<file path="config.mk">
export PLATFORM = sky130hd
export DESIGN_NAME = axis_port_filter_flat
export DESIGN_NICKNAME = d
export VERILOG_FILES = /design/src/rtl/axis_port_filter_pkg.sv /design/src/rtl/axis_port_filter_if.sv /design/src/rtl/axis_port_filter_port_gate.sv /design/src/rtl/axis_port_filter.sv /design/src/flat_wrapper.sv
export SDC_FILE = /design/constraint.sdc
export NUM_CORES = 1
export LEC_CHECK = 0
export CORE_UTILIZATION = 37
export CTS_BUF_LIST = sky130_fd_sc_hd__clkbuf_8 sky130_fd_sc_hd__clkbuf_16
export DETAILED_ROUTE_END_ITERATION = 8
export GPL_TIMING_DRIVEN = 1
export PLACE_DENSITY_LB_ADDON = 0.2
export SLEW_MARGIN = 15
export SYNTH_ARGS = -nofsm -noshare
export SYNTH_HDL_FRONTEND = slang
export SYNTH_HIERARCHICAL = 1
export SYNTH_SLANG_ARGS = --single-unit
</file>
<file path="constraint.sdc">
create_clock -name clk -period 5.7 [get_ports clk]
set_input_delay 1.14 -clock clk [delete_from_list [all_inputs] [get_ports clk]]
set_output_delay 1.14 -clock clk [all_outputs]
set_load 0.05 [all_outputs]
</file>
<file path="src/rtl/axis_port_filter_pkg.sv">
`default_nettype none
// ============================================================================
//  Module   : axis_port_filter_pkg
//  Brief    : Shared register map and per-port gate state encoding for the
//             AXIS port filter.
//  Revision : 1.0 - initial release
// ============================================================================
package axis_port_filter_pkg;

    // Avalon byte addresses of the control/status registers
    localparam logic [7:0] c_addr_port_enable = 8'h00;
    localparam logic [7:0] c_addr_irq_enable  = 8'h01;
    localparam logic [7:0] c_addr_drop_status = 8'h02;
    localparam logic [7:0] c_addr_cnt_sel     = 8'h03;
    localparam logic [7:0] c_addr_cnt_lo      = 8'h04;
    localparam logic [7:0] c_addr_cnt_hi      = 8'h05;
    localparam logic [7:0] c_addr_cnt_clear   = 8'h06;
    localparam logic [7:0] c_addr_dest_base   = 8'h08;

    // Per-port gate state: between packets, inside a forwarded packet,
    // inside a discarded packet
    typedef logic [1:0] state_t;
    localparam state_t c_st_idle = 2'd0;
    localparam state_t c_st_pass = 2'd1;
    localparam state_t c_st_drop = 2'd2;

endpackage
`default_nettype wire

</file>
<file path="src/rtl/axis_port_filter_if.sv">
`default_nettype none
// ============================================================================
//  Module   : axis_port_filter_if
//  Brief    : Bundled ingress/egress AXI-Stream signals of all filter ports.
//             Port p occupies bit p / slice p of every vector.
//  Revision : 1.0 - initial release
// ============================================================================
interface axis_port_filter_if #(
    parameter int NUM_PORTS = 4,
    parameter int DATA_W    = 16,
    parameter int DEST_W    = 2
);
    logic [NUM_PORTS*DATA_W-1:0] ingress_tdata;
    logic [NUM_PORTS-1:0]        ingress_tvalid;
    logic [NUM_PORTS-1:0]        ingress_tlast;
    logic [NUM_PORTS-1:0]        ingress_tready;
    logic [NUM_PORTS*DATA_W-1:0] egress_tdata;
    logic [NUM_PORTS-1:0]        egress_tvalid;
    logic [NUM_PORTS-1:0]        egress_tlast;
    logic [NUM_PORTS-1:0]        egress_tready;
    logic [NUM_PORTS*DEST_W-1:0] egress_tdest;

    // Traffic source/sink side (the environment around the filter)
    modport master (
        output ingress_tdata, ingress_tvalid, ingress_tlast, egress_tready,
        input  ingress_tready, egress_tdata, egress_tvalid, egress_tlast, egress_tdest
    );

    // Filter side
    modport slave (
        input  ingress_tdata, ingress_tvalid, ingress_tlast, egress_tready,
        output ingress_tready, egress_tdata, egress_tvalid, egress_tlast, egress_tdest
    );
endinterface
`default_nettype wire

</file>
<file path="src/rtl/axis_port_filter_port_gate.sv">
`default_nettype none
// ============================================================================
//  Module   : port_gate
//  Brief    : One filter lane: packet-level pass/drop decision, tdest latch
//             and saturating pass/drop packet counters.
//  Revision : 1.0 - initial release
// ============================================================================
module port_gate
    import axis_port_filter_pkg::*;
#(
    parameter int DATA_W = 16,
    parameter int DEST_W = 2,
    parameter int CNT_W  = 16
) (
    input  wire logic              clk,
    input  wire logic              rst,
    input  wire logic              i_enable,
    input  wire logic [DEST_W-1:0] i_dest,
    input  wire logic              i_cnt_clear,
    input  wire logic [DATA_W-1:0] i_tdata,
    input  wire logic              i_tvalid,
    input  wire logic              i_tlast,
    output logic                   o_tready,
    output logic [DATA_W-1:0]      o_tdata,
    output logic                   o_tvalid,
    output logic                   o_tlast,
    output logic [DEST_W-1:0]      o_tdest,
    input  wire logic              i_tready,
    output logic [CNT_W-1:0]       o_pass_cnt,
    output logic [CNT_W-1:0]       o_drop_cnt,
    output logic                   o_drop_pulse
);

    localparam logic [CNT_W-1:0] c_cnt_max = '1;

    state_t            r_state;
    state_t            w_state_nxt;
    logic [DEST_W-1:0] r_dest;
    logic [CNT_W-1:0]  r_pass_cnt;
    logic [CNT_W-1:0]  r_drop_cnt;
    logic              w_fwd;
    logic              w_accept;
    logic              w_pass_end;
    logic              w_drop_end;

    // Enable is only consulted between packets, so a packet is never split
    assign w_fwd      = (r_state == c_st_pass) || ((r_state == c_st_idle) && i_enable);
    assign w_accept   = i_tvalid & o_tready;
    assign w_pass_end = w_accept & i_tlast & w_fwd;
    assign w_drop_end = w_accept & i_tlast & ~w_fwd;

    // Data path is a pure wire: forwarded beats see no register stage
    assign o_tdata      = i_tdata;
    assign o_tlast      = i_tlast;
    assign o_tdest      = (r_state == c_st_idle) ? i_dest : r_dest;
    assign o_pass_cnt   = r_pass_cnt;
    assign o_drop_cnt   = r_drop_cnt;
    assign o_drop_pulse = w_drop_end;

    // State register; reset abandons any packet in flight
    always_ff @(posedge clk or posedge rst) begin
        if (rst) r_state <= c_st_idle;
        else     r_state <= w_state_nxt;
    end

    // Next state: a multi-beat packet start picks PASS/DROP, tlast returns to IDLE
    always_comb begin
        w_state_nxt = r_state;
        case (r_state)
            c_st_idle: if (w_accept && !i_tlast) w_state_nxt = i_enable ? c_st_pass : c_st_drop;
            c_st_pass,
            c_st_drop: if (w_accept && i_tlast) w_state_nxt = c_st_idle;
            default:   w_state_nxt = c_st_idle;
        endcase
    end

    // Handshake outputs: forwarded lanes follow the sink, dropped lanes always accept
    always_comb begin
        o_tready = 1'b0;
        o_tvalid = 1'b0;
        if (!rst) begin
            o_tready = w_fwd ? i_tready : 1'b1;
            o_tvalid = w_fwd & i_tvalid;
        end
    end

    // Capture tdest on the first accepted beat so it holds for the whole packet
    always_ff @(posedge clk or posedge rst) begin
        if (rst)                                  r_dest <= '0;
        else if (r_state == c_st_idle && w_accept) r_dest <= i_dest;
    end

    // Saturating packet counters; a clear beats a coincident increment
    always_ff @(posedge clk or posedge rst) begin
        if (rst) begin
            r_pass_cnt <= '0;
            r_drop_cnt <= '0;
        end else begin
            if (i_cnt_clear)                             r_pass_cnt <= '0;
            else if (w_pass_end && r_pass_cnt != c_cnt_max) r_pass_cnt <= r_pass_cnt + CNT_W'(1);
            if (i_cnt_clear)                             r_drop_cnt <= '0;
            else if (w_drop_end && r_drop_cnt != c_cnt_max) r_drop_cnt <= r_drop_cnt + CNT_W'(1);
        end
    end

endmodule
`default_nettype wire

</file>
<file path="src/rtl/axis_port_filter.sv">
`default_nettype none
// ============================================================================
//  Module   : axis_port_filter
//  Brief    : NUM_PORTS-lane AXI-Stream packet filter with Avalon-MM control,
//             per-port packet counters and a drop interrupt.
//  Revision : 1.0 - initial release
// ============================================================================
module axis_port_filter
    import axis_port_filter_pkg::*;
#(
    parameter int NUM_PORTS = 4,
    parameter int DATA_W    = 16,
    parameter int DEST_W    = 2,
    parameter int CNT_W     = 16
) (
    input  wire logic         clk,
    input  wire logic         reset,
    input  wire logic         chipselect,
    input  wire logic         write,
    input  wire logic         read,
    input  wire logic [7:0]   address,
    input  wire logic [7:0]   writedata,
    output logic [7:0]        readdata,
    output logic              irq,
    axis_port_filter_if.slave axis
);

    logic [NUM_PORTS-1:0]        r_port_enable;
    logic [NUM_PORTS-1:0]        r_irq_enable;
    logic [NUM_PORTS-1:0]        r_drop_status;
    logic [3:0]                  r_cnt_sel;
    logic [DEST_W-1:0]           r_dest [NUM_PORTS];
    logic [7:0]                  r_shadow;
    logic [7:0]                  r_readdata;
    logic                        r_irq;
    logic                        w_wr;
    logic                        w_rd;
    logic [NUM_PORTS-1:0]        w_status_clr;
    logic [NUM_PORTS-1:0]        w_cnt_clear;
    logic [NUM_PORTS-1:0]        w_drop_pulse;
    logic [CNT_W-1:0]            w_pass_cnt [NUM_PORTS];
    logic [CNT_W-1:0]            w_drop_cnt [NUM_PORTS];
    logic [15:0]                 w_cnt_val;
    logic [7:0]                  w_rd_data;
    logic [NUM_PORTS-1:0]        w_in_tready;
    logic [NUM_PORTS-1:0]        w_eg_tvalid;
    logic [NUM_PORTS-1:0]        w_eg_tlast;
    logic [NUM_PORTS*DATA_W-1:0] w_eg_tdata;
    logic [NUM_PORTS*DEST_W-1:0] w_eg_tdest;
    logic                        w_unused;

    assign w_wr         = chipselect & write;
    assign w_rd         = chipselect & read;
    assign w_status_clr = (w_wr && address == c_addr_drop_status) ? writedata[NUM_PORTS-1:0] : '0;
    assign w_cnt_clear  = (w_wr && address == c_addr_cnt_clear)   ? writedata[NUM_PORTS-1:0] : '0;
    assign w_unused     = ^writedata;
    assign readdata     = r_readdata;
    assign irq          = r_irq;

    assign axis.ingress_tready = w_in_tready;
    assign axis.egress_tvalid  = w_eg_tvalid;
    assign axis.egress_tlast   = w_eg_tlast;
    assign axis.egress_tdata   = w_eg_tdata;
    assign axis.egress_tdest   = w_eg_tdest;

    for (genvar p = 0; p < NUM_PORTS; p++) begin : g_port
        port_gate #(
            .DATA_W (DATA_W),
            .DEST_W (DEST_W),
            .CNT_W  (CNT_W)
        ) u_gate (
            .clk          (clk),
            .rst          (reset),
            .i_enable     (r_port_enable[p]),
            .i_dest       (r_dest[p]),
            .i_cnt_clear  (w_cnt_clear[p]),
            .i_tdata      (axis.ingress_tdata[p*DATA_W +: DATA_W]),
            .i_tvalid     (axis.ingress_tvalid[p]),
            .i_tlast      (axis.ingress_tlast[p]),
            .o_tready     (w_in_tready[p]),
            .o_tdata      (w_eg_tdata[p*DATA_W +: DATA_W]),
            .o_tvalid     (w_eg_tvalid[p]),
            .o_tlast      (w_eg_tlast[p]),
            .o_tdest      (w_eg_tdest[p*DEST_W +: DEST_W]),
            .i_tready     (axis.egress_tready[p]),
            .o_pass_cnt   (w_pass_cnt[p]),
            .o_drop_cnt   (w_drop_cnt[p]),
            .o_drop_pulse (w_drop_pulse[p])
        );
    end

    // Plain RW control registers; only bits that exist for this configuration are stored
    always_ff @(posedge clk or posedge reset) begin
        if (reset) begin
            r_port_enable <= '0;
            r_irq_enable  <= '0;
            r_cnt_sel     <= '0;
            for (int p = 0; p < NUM_PORTS; p++) r_dest[p] <= '0;
        end else if (w_wr) begin
            case (address)
                c_addr_port_enable: r_port_enable <= writedata[NUM_PORTS-1:0];
                c_addr_irq_enable:  r_irq_enable  <= writedata[NUM_PORTS-1:0];
                c_addr_cnt_sel:     r_cnt_sel     <= writedata[3:0];
                default: ;
            endcase
            for (int p = 0; p < NUM_PORTS; p++)
                if (address == c_addr_dest_base + 8'(p)) r_dest[p] <= writedata[DEST_W-1:0];
        end
    end

    // Sticky drop flags, write-1-to-clear; a new drop in the same cycle keeps the bit set
    always_ff @(posedge clk or posedge reset) begin
        if (reset) r_drop_status <= '0;
        else       r_drop_status <= (r_drop_status & ~w_status_clr) | w_drop_pulse;
    end

    // Registered interrupt level
    always_ff @(posedge clk or posedge reset) begin
        if (reset) r_irq <= 1'b0;
        else       r_irq <= |(r_drop_status & r_irq_enable);
    end

    // Counter selected by cnt_sel, zero-extended to 16 bits; nonexistent ports read 0
    always_comb begin
        w_cnt_val = '0;
        for (int p = 0; p < NUM_PORTS; p++)
            if (r_cnt_sel[2:0] == 3'(p))
                w_cnt_val = 16'(r_cnt_sel[3] ? w_drop_cnt[p] : w_pass_cnt[p]);
    end

    // Read data mux; unmapped and write-only addresses return 0
    always_comb begin
        w_rd_data = '0;
        case (address)
            c_addr_port_enable: w_rd_data = 8'(r_port_enable);
            c_addr_irq_enable:  w_rd_data = 8'(r_irq_enable);
            c_addr_drop_status: w_rd_data = 8'(r_drop_status);
            c_addr_cnt_sel:     w_rd_data = {4'b0000, r_cnt_sel};
            c_addr_cnt_lo:      w_rd_data = w_cnt_val[7:0];
            c_addr_cnt_hi:      w_rd_data = r_shadow;
            default: ;
        endcase
        for (int p = 0; p < NUM_PORTS; p++)
            if (address == c_addr_dest_base + 8'(p)) w_rd_data = 8'(r_dest[p]);
    end

    // Registered read port; a low-byte read freezes the high byte for a coherent 16-bit read
    always_ff @(posedge clk or posedge reset) begin
        if (reset) begin
            r_readdata <= '0;
            r_shadow   <= '0;
        end else if (w_rd) begin
            r_readdata <= w_rd_data;
            if (address == c_addr_cnt_lo) r_shadow <= w_cnt_val[15:8];
        end
    end

endmodule
`default_nettype wire

</file>
<file path="src/flat_wrapper.sv">
// flat-port wrapper written by rule: the top's interface ports become plain ports
module axis_port_filter_flat import axis_port_filter_pkg::*;
#(
    parameter int NUM_PORTS = 4,
    parameter int DATA_W    = 16,
    parameter int DEST_W    = 2,
    parameter int CNT_W     = 16
)
  (clk, reset, chipselect, write, read, address, writedata, readdata, irq, axis_ingress_tdata, axis_ingress_tvalid, axis_ingress_tlast, axis_egress_tready, axis_ingress_tready, axis_egress_tdata, axis_egress_tvalid, axis_egress_tlast, axis_egress_tdest);
  axis_port_filter_if #(.NUM_PORTS(NUM_PORTS), .DATA_W(DATA_W), .DEST_W(DEST_W)) axis_i ();
  input  wire logic clk;
  input  wire logic reset;
  input  wire logic chipselect;
  input  wire logic write;
  input  wire logic read;
  input  wire logic [7:0] address;
  input  wire logic [7:0] writedata;
  output logic [7:0] readdata;
  output logic irq;
  input wire logic [$bits(axis_i.ingress_tdata)-1:0] axis_ingress_tdata;
  input wire logic [$bits(axis_i.ingress_tvalid)-1:0] axis_ingress_tvalid;
  input wire logic [$bits(axis_i.ingress_tlast)-1:0] axis_ingress_tlast;
  input wire logic [$bits(axis_i.egress_tready)-1:0] axis_egress_tready;
  output wire logic [$bits(axis_i.ingress_tready)-1:0] axis_ingress_tready;
  output wire logic [$bits(axis_i.egress_tdata)-1:0] axis_egress_tdata;
  output wire logic [$bits(axis_i.egress_tvalid)-1:0] axis_egress_tvalid;
  output wire logic [$bits(axis_i.egress_tlast)-1:0] axis_egress_tlast;
  output wire logic [$bits(axis_i.egress_tdest)-1:0] axis_egress_tdest;
  assign axis_i.ingress_tdata = axis_ingress_tdata;
  assign axis_i.ingress_tvalid = axis_ingress_tvalid;
  assign axis_i.ingress_tlast = axis_ingress_tlast;
  assign axis_i.egress_tready = axis_egress_tready;
  assign axis_ingress_tready = axis_i.ingress_tready;
  assign axis_egress_tdata = axis_i.egress_tdata;
  assign axis_egress_tvalid = axis_i.egress_tvalid;
  assign axis_egress_tlast = axis_i.egress_tlast;
  assign axis_egress_tdest = axis_i.egress_tdest;
  axis_port_filter #(.NUM_PORTS(NUM_PORTS), .DATA_W(DATA_W), .DEST_W(DEST_W), .CNT_W(CNT_W)) u_core (.clk(clk), .reset(reset), .chipselect(chipselect), .write(write), .read(read), .address(address), .writedata(writedata), .readdata(readdata), .irq(irq), .axis(axis_i));
endmodule
</file>
======== Word-level counts from Yosys, hierarchy flattened ========
Index checks and enable logic that the tools add are counted.
word-level totals
  register bits after elaboration ......... 185
  input bits .............................. 97
  output and inout port bits .............. 93
  word-level logic and storage cells ...... 230
operators by class
  add/sub/neg operators ................... 8
  equal/unequal tests ..................... 37
  muxes and demuxes ....................... 63
  bitwise operators ....................... 30
  reductions and logical operators ........ 65
operator list
  operator                 number
  $mux W16                 24
  $add A16 B1 Y16 const B  8
  $ne A16 B16 Y1 const B   8
  $pmux W8 S6              1
  $eq A8 B4 Y1 const B     4
  $mux W2                  16
  $mux W8                  4
  $logic_and A1 B1 Y1      26
  $eq A8 B3 Y1 const B     3
  $reduce_and A2 Y1        12
  $and A1 B1 Y1            22
  $eq A8 B2 Y1 const B     2
  $pmux W2 S2              4
  $reduce_bool A2 Y1       8
  $mux W1                  12
  $and A4 B4 Y4            2
  $eq A2 B1 Y1 const B     4
  $eq A2 B2 Y1 const B     4
  $eq A8 B1 Y1 const B     1
  $logic_not A2 Y1         4
  $logic_not A8 Y1         1
  $mux W4                  2
  $ne A2 B1 Y1 const B     4
  $ne A2 B2 Y1 const B     4
  10 further kinds         23

======== Logic depth before layout (Yosys ltp) ========
Gate-level depths: netlist of run 1.
  depth after elaboration ................. 11
  gate-level depth with buffers ........... 7
  mapped depth without buffers ............ 7

======== Cells and area by module ========
The synthesis of run 1 kept the hierarchy.
by module, submodules not included
  module                                   times used  cells each  area an instance (µm²)  seq. area each (µm²)
  port_gate (u_core.g_port[0].u_gate ...)  3           249         2309.7                  900.9
  axis_port_filter                         1           323         3141.8                  1026.0
  port_gate (u_core.g_port[3].u_gate)      1           261         2329.7                  900.9

======== Worst setup path before layout of run 1 ========
OpenSTA, ideal clock, no wires.
  path kind ............................... in2out
  start ................................... input reset
  end ..................................... output axis_egress_tvalid[0]
  data arrival time ....................... 2.524 ns
  required time ........................... 4.560 ns
  path slack .............................. 2.036 ns
  stages .................................. 2
  path buffers ............................ 0
  path through ............................ inv_1 -> and3_1
between the ends
  cells in the longest elaborated chain, start to end .. 1
RTL lines
  what         RTL line                          text
  from (decl)  flat_wrapper.sv:12                input wire logic reset;
  $mux W1      axis_port_filter_port_gate.sv:81  if (!rst) begin
  to (decl)    flat_wrapper.sv:26                output wire logic [$bits(axis_i.egress_tvalid)-1:0] axis_egress_tvalid;
Every way passes these cells.

======== Worst setup path in the final report of run 1 ========
  start ................................... input reset
  end ..................................... output axis_ingress_tready[0]
between the ends
  cells in the longest elaborated chain, start to end .. 1
RTL lines
  what       RTL line                          text
  $mux W1    axis_port_filter_port_gate.sv:81
  to (decl)  flat_wrapper.sv:24                output wire logic [$bits(axis_i.ingress_tready)-1:0] axis_ingress_tready;
Every way passes these cells.

==> metrics.md, run 1 <==
| Metric | Value |
|---|---|
| H-tree Lvls | `4` |
| Vias in the first global route | `9424` |
| Worst slack at placement | `1.53 ns` |
| Worst path arrival time | `2.91 ns` |
| Mapped Avg Cell Area | `9.32 sq um` |
| GPL Wtd Cong | `0.872` |
| Via count | `10300` |
| Net Sw Frac | `27.6%` |
| Post-synth ARST share | `100%` |
| Crit start category | `input port` |
| Routed vias/inst | `5.90` |
| Final Setup Violations | `0` |
| Worst Hold Launch | `u_core/r_shadow[6]` |
| Final instance area | `0.0135 sq mm` |
| Port bufs | `57` |
| GRT Total Usage | `20.5%` |
| Worst VDD drop | `209 uV` |
| Core Rows | `66` |
| Net count reported at finish | `1399` |
| Area grow syn2layout | `9.13%` |
| Clock Skew | `0.0143 ns` |
| Initial antenna violation count | `0` |
| Inserted Clock Buffers | `17` |
| CTS tree | `yes` |
| Max frequency | `247 MHz` |
| Critical R2R Launch | `u_core/r_cnt_sel[3]` |
| Cells after Synth | `1331` |
| Top_reg_cell synth | `dfrtp_1` |
| Hold Path End | `u_core/r_shadow[6]` |
| Sequential share of the synthesized area | `37.3%` |
| Hold path depth | `2` |
| First-pass GRT wire length | `54000 um` |
| # hold bufs at CTS | `0` |
| Critical Path Sink Type | `primary output` |
| Number of enable flip-flop cells after synthesis | `0` |
| Post-CTS sizing | `0` |
| Share of layout cells above drive strength 1 | `11.0%` |
| Relative slew slack | `33.4%` |
| Routed Wire Length | `34200 um` |
| ANT nets after route | `0` |
| Clk sinks | `185` |
| Comb pwr share | `12.4%` |
| Routed WL per cell | `19.6 um` |
| R2R Path End | `u_core/readdata[6]` |
| Drc violations | `0` |
| Yosys synthesis warning count | `6` |
| Post-Synthesis Cell Area | `0.0124 sq mm` |
| Max Slew Vio Count | `0` |
| Drt first-iter violations | `693` |
| Starting Density | `37.8%` |
| Worst-path clk slew | `0.08 ns` |
| Area of the die | `0.0343 sq mm` |
| R2R cell count | `6` |
| #FFs+latches synth | `185` |
| # IOs | `190` |
| PD cells | `244 mW/mm^2` |
| R2R Setup Slk | `3.02 ns` |
| Setup TNS | `0 ns` |
| Root Buffer | `clkbuf_16` |
| Core area | `0.0328 sq mm` |
| Fin. Hold Viols | `0` |
| Critical path peak fanout | `16` |
| Status | `finished clean` |
| Hold Path Class | `reg2reg` |
| Fin crit share | `71.0%` |
| Sequential group share of total power | `45.9%` |
| Clk_lat worst skew | `0.45 ns` |
| Die Wd | `185 um` |
| Slew @ Worst Pin | `0.990 ns` |
| Leak | `5.31 nW` |
| Gr ovfl total | `0` |
| Net Count, Synth | `1444` |
| P_int | `2.39 mW` |
| Setup Fix Bufs, Post-CTS | `0` |
| Max-capacitance violation count | `0` |
| Clock power frac | `41.8%` |
| Drt pass-1 iters | `4` |
| Final worst setup slack | `1.65 ns` |
| CTS max path bufs | `2` |
| Crit path from | `reset` |
| Total Power | `3.30 mW` |
| Critical path type | `in2out` |
| Antenna Diode Count | `0` |
| Chip height | `185 um` |
| Largest net degree at the start of global routing | `45` |
| Detailed placer's ending HPWL | `24500 um` |
| RSZ-0062 raised after global routing | `no` |
| Final min period | `4.05 ns` |
| NetSw | `0.911 mW` |
| Required @ worst endpoint | `4.56 ns` |
| Yosys cell types | `64` |
| Placed cell area | `0.0128 sq mm` |
## state kept, by name (all words and copies together), names as in the netlist
name	cells
u_core/g_port.u_gate/o_drop_cnt	64
u_core/irq	1
u_core/readdata	8
u_core/r_irq_enable	4
u_core/g_port.u_gate/o_pass_cnt	64
u_core/r_port_enable	4
u_core/r_cnt_sel	4
u_core/r_drop_status	4
u_core/r_dest	8
u_core/g_port.u_gate/r_state	8
u_core/r_shadow	8
u_core/g_port.u_gate/r_dest	8
## cell usage in the layout (no fill, tap or decap), types with 17 or more instances in the layout
cell and count:
dfrtp_1 184, a21oi_1 101, nor2_1 73, nand2_1 61, nand3_1 59, or4_1 56, clkdlybuf4s50_1 54, mux2_2 54
o31ai_1 50, mux2i_1 49, nor2b_1 44, inv_1 41, nor4_1 37, o21ai_0 36, nand4_1 31, nor3_1 24
mux2_1 24, or3_1 23, and3_1 21, a211oi_1 20, o22ai_1 19, clkbuf_16 17, and2_1 17
## power by group through the flow
| stage | Clock [mW] | Combinational [mW] | Sequential [mW] |
|---|---|---|---|
| global placement | 0 | 0.399 | 1.53 |
| floorplan | 0 | 0.414 | 1.49 |
| global route | 1.47 | 0.457 | 1.53 |
| CTS | 1.42 | 0.411 | 1.51 |
| detailed placement | 0 | 0.409 | 1.53 |
| finish | 1.38 | 0.408 | 1.51 |
## through the flow
| step | utilization [%] | hold slack, ns | instances |
|---|---|---|---|
| 2_1_floorplan | - | 0.449 | 1331 |
| 3_3_place_gp | 39.1 | 0.470 | 1709 |
| 3_5_place_dp | 39.1 | 0.476 | 1709 |
| 4_1_cts | 41.2 | 0.493 | 1741 |
| 5_1_grt | 41.3 | 0.516 | 1741 |
| 6_report | 41.3 | 0.493 | 1741 |
## synth_stat cells (21+ instances only)
cell,count,share of area (%)
a21oi_1,101,4.1
and3_1,21,1.1
buf_4,75,4.5
clkbuf_1,46,1.4
dfrtp_1,185,37
inv_1,40,1.2
mux2_1,24,2.2
mux2_2,54,4.9
mux2i_1,49,4.0
nand2_1,61,1.8
nand3_1,59,2.4
nand4_1,31,1.6
nor2_1,73,2.2
nor2b_1,44,2.2
nor3_1,24,0.97
nor4_1,37,1.9
o21ai_0,36,1.5
o31ai_1,50,3.0
or3_1,23,1.2
or4_1,56,3.4
## logic make-up (layout without fill, tap and decap cells)
| group | Yosys count | count (layout) | share of synthesized area [%] |
|---|---|---|---|
| AO/OA/AOI/OAI | 298 | 298 | 15.1 |
| adder cells (fa/ha/maj) | 16 | 16 | 1.61 |
| buffers and inverters | 177 | 145 | 7.99 |
| flip-flops | 185 | 185 | 37.3 |
| multiplexers | 135 | 135 | 12.5 |
| AND/OR/NAND/NOR | 520 | 520 | 25.5 |
## per-layer routing
metal / routed length [um] / global-route usage, % / up-vias
li1: - / - / 4915
met1: 16700 / 29.8 / 5060
met2: 15300 / 30.7 / 247
met3: 1490 / 3.36 / 44
met4: 691 / 6.81 / 0
met5: 0 / 0 / -
## cell type report
| cell class | instances | area (sq um) |
|---|---|---|
| fillers | 3240 | 19300 |
| multi-input cells | 969 | 6810 |
| flip-flops and latches | 185 | 4630 |
| repair buffers | 73 | 721 |
| well taps | 442 | 553 |
| clock buffers | 17 | 425 |
| clock inverters | 15 | 246 |
| inverters | 40 | 150 |
## critical path, cell delays in order
cell and delay, ns:
clkdlybuf4s50_1 0.53, buf_4 0.28, nor2_1 0.13, clkdlybuf4s50_1 0.80
## worst max-delay path by stage
stage	end	slack (ns)	depth (start not counted)
3_3_place_gp	u_core/g_port[2].u_gate/o_pass_cnt[7]	1.59	6
4_1_cts	axis_ingress_tready[0]	1.64	4
3_5_place_dp	u_core/g_port[2].u_gate/o_pass_cnt[7]	1.53	6
6_report	axis_ingress_tready[0]	1.65	4
5_1_grt	axis_ingress_tready[0]	1.51	4
2_1_floorplan	axis_egress_tvalid[0]	2.04	2
(Power assumes the default switching activity.)
==> run 2, diff against run 1 <==
==> constraint.sdc (replaced) <==
create_clock -name clk -period 3.4 [get_ports clk]
set_input_delay 0.68 -clock clk [delete_from_list [all_inputs] [get_ports clk]]
set_output_delay 0.68 -clock clk [all_outputs]
set_load 0.05 [all_outputs]
==> run 2 against run 1 <==
Compared with the run above: register-to-register slack got worse by 2.1 ns; setup slack worse by 1.2 ns; critical path depth did not move; utilization is 0.49 points higher; critical endpoint is now axis_egress_tdest[5]; worst hold slack gained 0.0079 ns; sequential power increased by 68%.
==> metrics.md, run 2 (synthesis gave the netlist of run 1 again) <==
| Metric | Value |
|---|---|
| Clock Skew | `0.0109 ns` |
| Area grow syn2layout | `10.4%` |
| CP Cell Sequence | `inv_1 > ha_1 > mux2_2 > clkdlybuf4s50_1` |
| ANT nets after route | `0` |
| Routed Wire Length | `33900 um` |
| Share of layout cells above drive strength 1 | `12.6%` |
| Initial antenna violation count | `0` |
| Critical path type | `reg2out` |
| Worst Hold Launch | `u_core/r_shadow[7]` |
| Core area | `0.0328 sq mm` |
| Critical Path Sink Type | `primary output` |
| Crit path from | `u_core/g_port[2].u_gate/r_state[0]` |
| Hold path depth | `2` |
| Critical Path Slowest Stage Cell | `clkdlybuf4s50_1` |
| Setup TNS | `0 ns` |
| Drc violations | `0` |
| Required @ worst endpoint | `2.72 ns` |
| Leak | `5.36 nW` |
| Via count | `10300` |
| RSZ-0062 raised after global routing | `no` |
| Gr ovfl total | `0` |
| Clk_lat worst skew | `0.45 ns` |
| Root Buffer | `clkbuf_16` |
| Fin util | `41.8%` |
| CTS tree | `yes` |
| GRT Total Usage | `20.4%` |
| Area of the die | `0.0343 sq mm` |
| Max Slew Vio Count | `0` |
| Hold Path End | `u_core/r_shadow[7]` |
| Critical path peak fanout | `6` |
| Final Setup Violations | `0` |
| Port bufs | `57` |
| Relative slew slack | `32.5%` |
| CP peak stage delay | `0.71 ns` |
| Detailed placer's ending HPWL | `24400 um` |
| Largest net degree at the start of global routing | `45` |
| WHS | `0.501 ns` |
| Inserted Clock Buffers | `17` |
| Worst-path clk slew | `0.07 ns` |
| GPL Wtd Cong | `0.873` |
| Vias in the first global route | `9340` |
| Drt first-iter violations | `772` |
| Crit start category | `flip-flop` |
| Clk sinks | `185` |
| Max frequency | `334 MHz` |
| Starting Density | `37.8%` |
| Critical R2R Launch | `u_core/r_cnt_sel[3]` |
| Hold Path Class | `reg2reg` |
| # IOs | `190` |
| Fin. Hold Viols | `0` |
| First-pass GRT wire length | `54000 um` |
| Setup Fix Bufs, Post-CTS | `0` |
| Most frequent cells in the layout | `dfrtp_1, a21oi_1, nor2_1` |
| Core Rows | `66` |
| Final min period | `2.99 ns` |
| Routed WL per cell | `19.3 um` |
| PD cells | `391 mW/mm^2` |
| # hold bufs at CTS | `0` |
| Worst path arrival time | `2.31 ns` |
| Drt pass-1 iters | `5` |
| Post-CTS sizing | `0` |
| H-tree Lvls | `4` |
| Routed vias/inst | `5.87` |
| Status | `finished clean` |
| Fin crit share | `88.0%` |
| CTS max path bufs | `2` |
| Max-capacitance violation count | `0` |
| Chip height | `185 um` |
| Slew @ Worst Pin | `1.00 ns` |
| Die Wd | `185 um` |
| Antenna Diode Count | `0` |
| R2R cell count | `5` |
| Commonest non-fill, non-tap cell in the layout | `dfrtp_1` |
| Worst VDD drop | `344 uV` |
| Net count reported at finish | `1416` |
| R2R Path End | `u_core/readdata[0]` |
| R2R Setup Slk | `0.89 ns` |
-- run 2: worst max path at each step --
stage	slack, ns	to
global route	0.27	axis_egress_tdest[4]
CTS	0.36	axis_egress_tdest[4]
finish	0.41	axis_egress_tdest[5]
floorplan	0.66	axis_egress_tvalid[0]
detailed placement	0.39	u_core/g_port[3].u_gate/o_pass_cnt[7]
global placement	0.37	u_core/g_port[3].u_gate/o_pass_cnt[7]
-- run 2: routing by layer --
metal	part of all wire, %	track usage, %	wire, um	vias up
li1	-	-	-	4958
met1	49	30.3	16600	5108
met2	45	30.8	15400	240
met3	4.5	3.34	1530	22
met4	0.98	4.60	333	0
met5	0	0	0	-
-- run 2: layout make-up --
| class | count | area [sq um] |
|---|---|---|
| fillers | 3216 | 19100 |
| multi-input cells | 969 | 6780 |
| flip-flops and latches | 185 | 4630 |
| repair buffers | 90 | 961 |
| well taps | 442 | 553 |
| clock buffers | 19 | 453 |
| clock inverters | 13 | 165 |
| inverters | 40 | 150 |
-- run 2: where the power goes --
part | internal [mW] | switching [mW] | leakage, nW | total (mW)
clock network | 1.20 | 0.917 | 0.310 | 2.12
registers | 2.33 | 0.195 | 2.49 | 2.53
logic | 0.295 | 0.406 | 2.55 | 0.701
total | 3.83 | 1.52 | 5.36 | 5.35
-- run 2: through the flow --
stage	std cells	cell area [sq um]	power [mW]	worst slack (ns)
floorplan	1331	12400	3.19	0.656
global placement	1726	13100	3.25	0.371
detailed placement	1726	13100	3.27	0.391
CTS	1758	13700	5.41	0.363
global route	1758	13700	5.61	0.274
finish	1758	13700	5.35	0.407
-- run 2: critical path, delay by kind of cell (launching register included) --
| family | cells | cell delay, ns |
|---|---|---|
| flip-flops | 1 | 0.38 |
| buffers and inverters | 2 | 0.80 |
| multiplexers | 1 | 0.38 |
| adder cells (fa/ha/maj) | 1 | 0.31 |
==> run 3, diff against run 2 <==
--- a/config.mk
+++ b/config.mk
@@ -5,6 +5,7 @@
 export SDC_FILE = /design/constraint.sdc
 export NUM_CORES = 1
 export LEC_CHECK = 0
+export ABC_AREA = 1
 export CORE_UTILIZATION = 37
 export CTS_BUF_LIST = sky130_fd_sc_hd__clkbuf_8 sky130_fd_sc_hd__clkbuf_16
 export DETAILED_ROUTE_END_ITERATION = 8
==> constraint.sdc (replaced) <==
create_clock -name clk -period 3.3 [get_ports clk]
set_input_delay 0.66 -clock clk [delete_from_list [all_inputs] [get_ports clk]]
set_output_delay 0.66 -clock clk [all_outputs]
set_load 0.05 [all_outputs]
==> run 3 against run 2 <==
Compared with the run above: utilization decreased by 0.62 points; critical path depth is the same; combinational power rose by 18%; wire length up 5.8%; synthesized cell count increased by 40%; setup slack worse by 0.013 ns; final cell count grew 32%; non-clock buffer count is 10 lower; sequential cell count is the same; design area up 4.3%.
==> metrics.md, run 3 <==
| Metric | Value |
|---|---|
| Initial antenna violation count | `0` |
| Relative slew slack | `50.6%` |
| Fin crit share | `88.1%` |
| Setup TNS | `0 ns` |
| Synth cell count leaders | `nand2_1, nor2_1, dfrtp_1` |
| Final instance area | `0.0143 sq mm` |
| RSZ-0062 raised after global routing | `no` |
| Critical Path Sink Type | `primary output` |
| Post-synth top area cell | `dfrtp_1` |
| Drt first-iter violations | `972` |
| Post-synth ARST share | `100%` |
| Fillcell total | `3674` |
| Starting Density | `37.8%` |
| Count leader, synth | `nand2_1` |
| Routed vias/inst | `5.03` |
| Required @ worst endpoint | `2.64 ns` |
| Critical path type | `reg2out` |
| Post-Synthesis Cell Area | `0.0131 sq mm` |
| Synth top area cells | `dfrtp_1, nand2_1, nand3_1` |
| Final min period | `2.91 ns` |
| #FFs+latches synth | `185` |
| Core Rows | `68` |
| PD cells | `382 mW/mm^2` |
| Port bufs | `57` |
| GPL Wtd Cong | `0.904` |
| Crit start category | `flip-flop` |
| Max-capacitance violation count | `0` |
| Commonest non-fill, non-tap cell in the layout | `nand2_1` |
| H-tree Lvls | `4` |
| CP Cell Sequence | `inv_1 > ha_1 > o21ai_0 > clkdlybuf4s50_1` |
| Share of layout cells above drive strength 1 | `8.19%` |
| Area of the die | `0.0362 sq mm` |
| Most frequent cells in the layout | `nand2_1, nor2_1, dfrtp_1` |
| WP buf/inv | `2` |
| Vias in the first global route | `11000` |
| Largest net degree at the start of global routing | `67` |
| CP peak stage delay | `0.85 ns` |
| # hold bufs at CTS | `0` |
| Final Setup Violations | `0` |
| Cell family with most CP delay | `buffers and inverters` |
| Top-area cell type share of the netlist area | `35.3%` |
| Leak | `6.70 nW` |
| Worst VDD drop | `398 uV` |
| Placed cell area | `0.0137 sq mm` |
| Mapped Avg Cell Area | `7.02 sq um` |
| Slew @ Worst Pin | `0.742 ns` |
| Net count reported at finish | `1969` |
| Inserted Clock Buffers | `17` |
| Yosys synthesis warning count | `6` |
| Core area | `0.0347 sq mm` |
| CTS max path bufs | `2` |
| Routed Wire Length | `35900 um` |
| Worst path arrival time | `2.25 ns` |
| # IOs | `190` |
| Drt pass-1 iters | `6` |
| Gr ovfl total | `0` |
| Critical path peak fanout | `8` |
| Max Slew Vio Count | `0` |
| Via count | `11700` |
| Fin. Hold Viols | `0` |
| Number of enable flip-flop cells after synthesis | `0` |
| Detailed placer's ending HPWL | `27300 um` |
| Worst-path clk slew | `0.08 ns` |
| Post-CTS sizing | `0` |
| Yosys cell types | `49` |
| Clock Skew | `0.0177 ns` |
| Drc violations | `0` |
| Max frequency | `344 MHz` |
| Net Count, Synth | `1981` |
| Root Buffer | `clkbuf_16` |
| ANT nets after route | `0` |
| Critical Path Slowest Stage Cell | `clkdlybuf4s50_1` |
| Antenna Diode Count | `0` |
| WHS | `0.482 ns` |
| Status | `finished clean` |
| First-pass GRT wire length | `58800 um` |
| CTS tree | `yes` |
| Chip height | `190 um` |
| Cells after Synth | `1868` |
| GRT Total Usage | `20.6%` |
| Setup Fix Bufs, Post-CTS | `0` |
| Top_reg_cell synth | `dfrtp_1` |
| Sequential share of the synthesized area | `35.3%` |
| Routed WL per cell | `15.4 um` |
| Clk_lat worst skew | `0.46 ns` |
| Area grow syn2layout | `8.85%` |
| Final worst setup slack | `0.393 ns` |
| Hold Path Class | `reg2reg` |
| Clk sinks | `185` |
| Worst slack at placement | `0.300 ns` |
| Die Wd | `190 um` |
run 3: changes by cell type after synthesis, moves of 49 or more:
cell     before  now
nand3_1      59  164
nor2_1       73  205
inv_1        40  138
or4_1        56    0
o31ai_1      50    1
xor2_1        0   72
a21oi_1     101   46
mux2_2       54    0
nand2_1      61  636
run 3: power breakdown:
part           internal, mW  switching, mW
Combinational         0.305          0.524
Sequential             2.41          0.159
Clock                  1.08          0.982
run 3: metrics by stage:
stage	total power, mW	cells	utilization, %
2_1_floorplan	3.39	1868	-
3_3_place_gp	3.42	2292	39.5
3_5_place_dp	3.44	2292	39.5
4_1_cts	5.53	2323	41.1
5_1_grt	5.75	2323	41.1
6_report	5.46	2323	41.1
run 3: cells by family (layout without fill, tap and decap cells):
family          Yosys count  after routing  share of synthesized area [%]
compound gates          154            154                           6.25
flops                   185            185                           35.3
fa+ha+maj                16             16                           1.53
mux                      13             13                          0.992
xor+xnor                 83             83                           5.54
buf+inv                 260            260                           10.5
simple gates           1157           1157                           40.0
run 3: metal layers:
layer	track usage [%]	share of wire, %	up-vias
li1	-	-	5882
met1	29.5	49	5493
met2	31.7	45	272
met3	2.91	4.4	39
met4	6.71	1.8	0
met5	0	0	-
run 3: area by class of cell:
class                      instances  area [sq um]  area share (%)
clock buffer                      18           439            3.07
clock inverter                    13           135           0.946
inverter                         149           564            3.95
multi-input combinational       1423          7120            49.9
sequential                       185          4630            32.4
tap                              455           569            3.99
timing repair buffer              80           823            5.76
run 3: worst paths after layout:
check	startpoint	endpoint	slack [ns]	cells past startpoint
worst min register to register	u_core/g_port[3].u_gate/r_state[1]	u_core/g_port[3].u_gate/r_state[1]	0.48	2
max in group asynchronous	reset	u_core/r_port_enable[2]	1.93	4
min in group asynchronous	reset	u_core/g_port[3].u_gate/r_dest[1]	0.61	3
worst min-delay path	u_core/g_port[3].u_gate/r_state[1]	u_core/g_port[3].u_gate/r_state[1]	0.48	2
worst max register to register	u_core/r_cnt_sel[3]	u_core/readdata[4]	0.99	7
worst max-delay path	u_core/g_port[0].u_gate/r_state[0]	axis_egress_tdest[1]	0.39	4
run 3: tightest hold or removal path: stages (launching register included):
cell	delay, ns
dfrtp_1	0.35
nand2_1	0.05
nand2_1	0.05
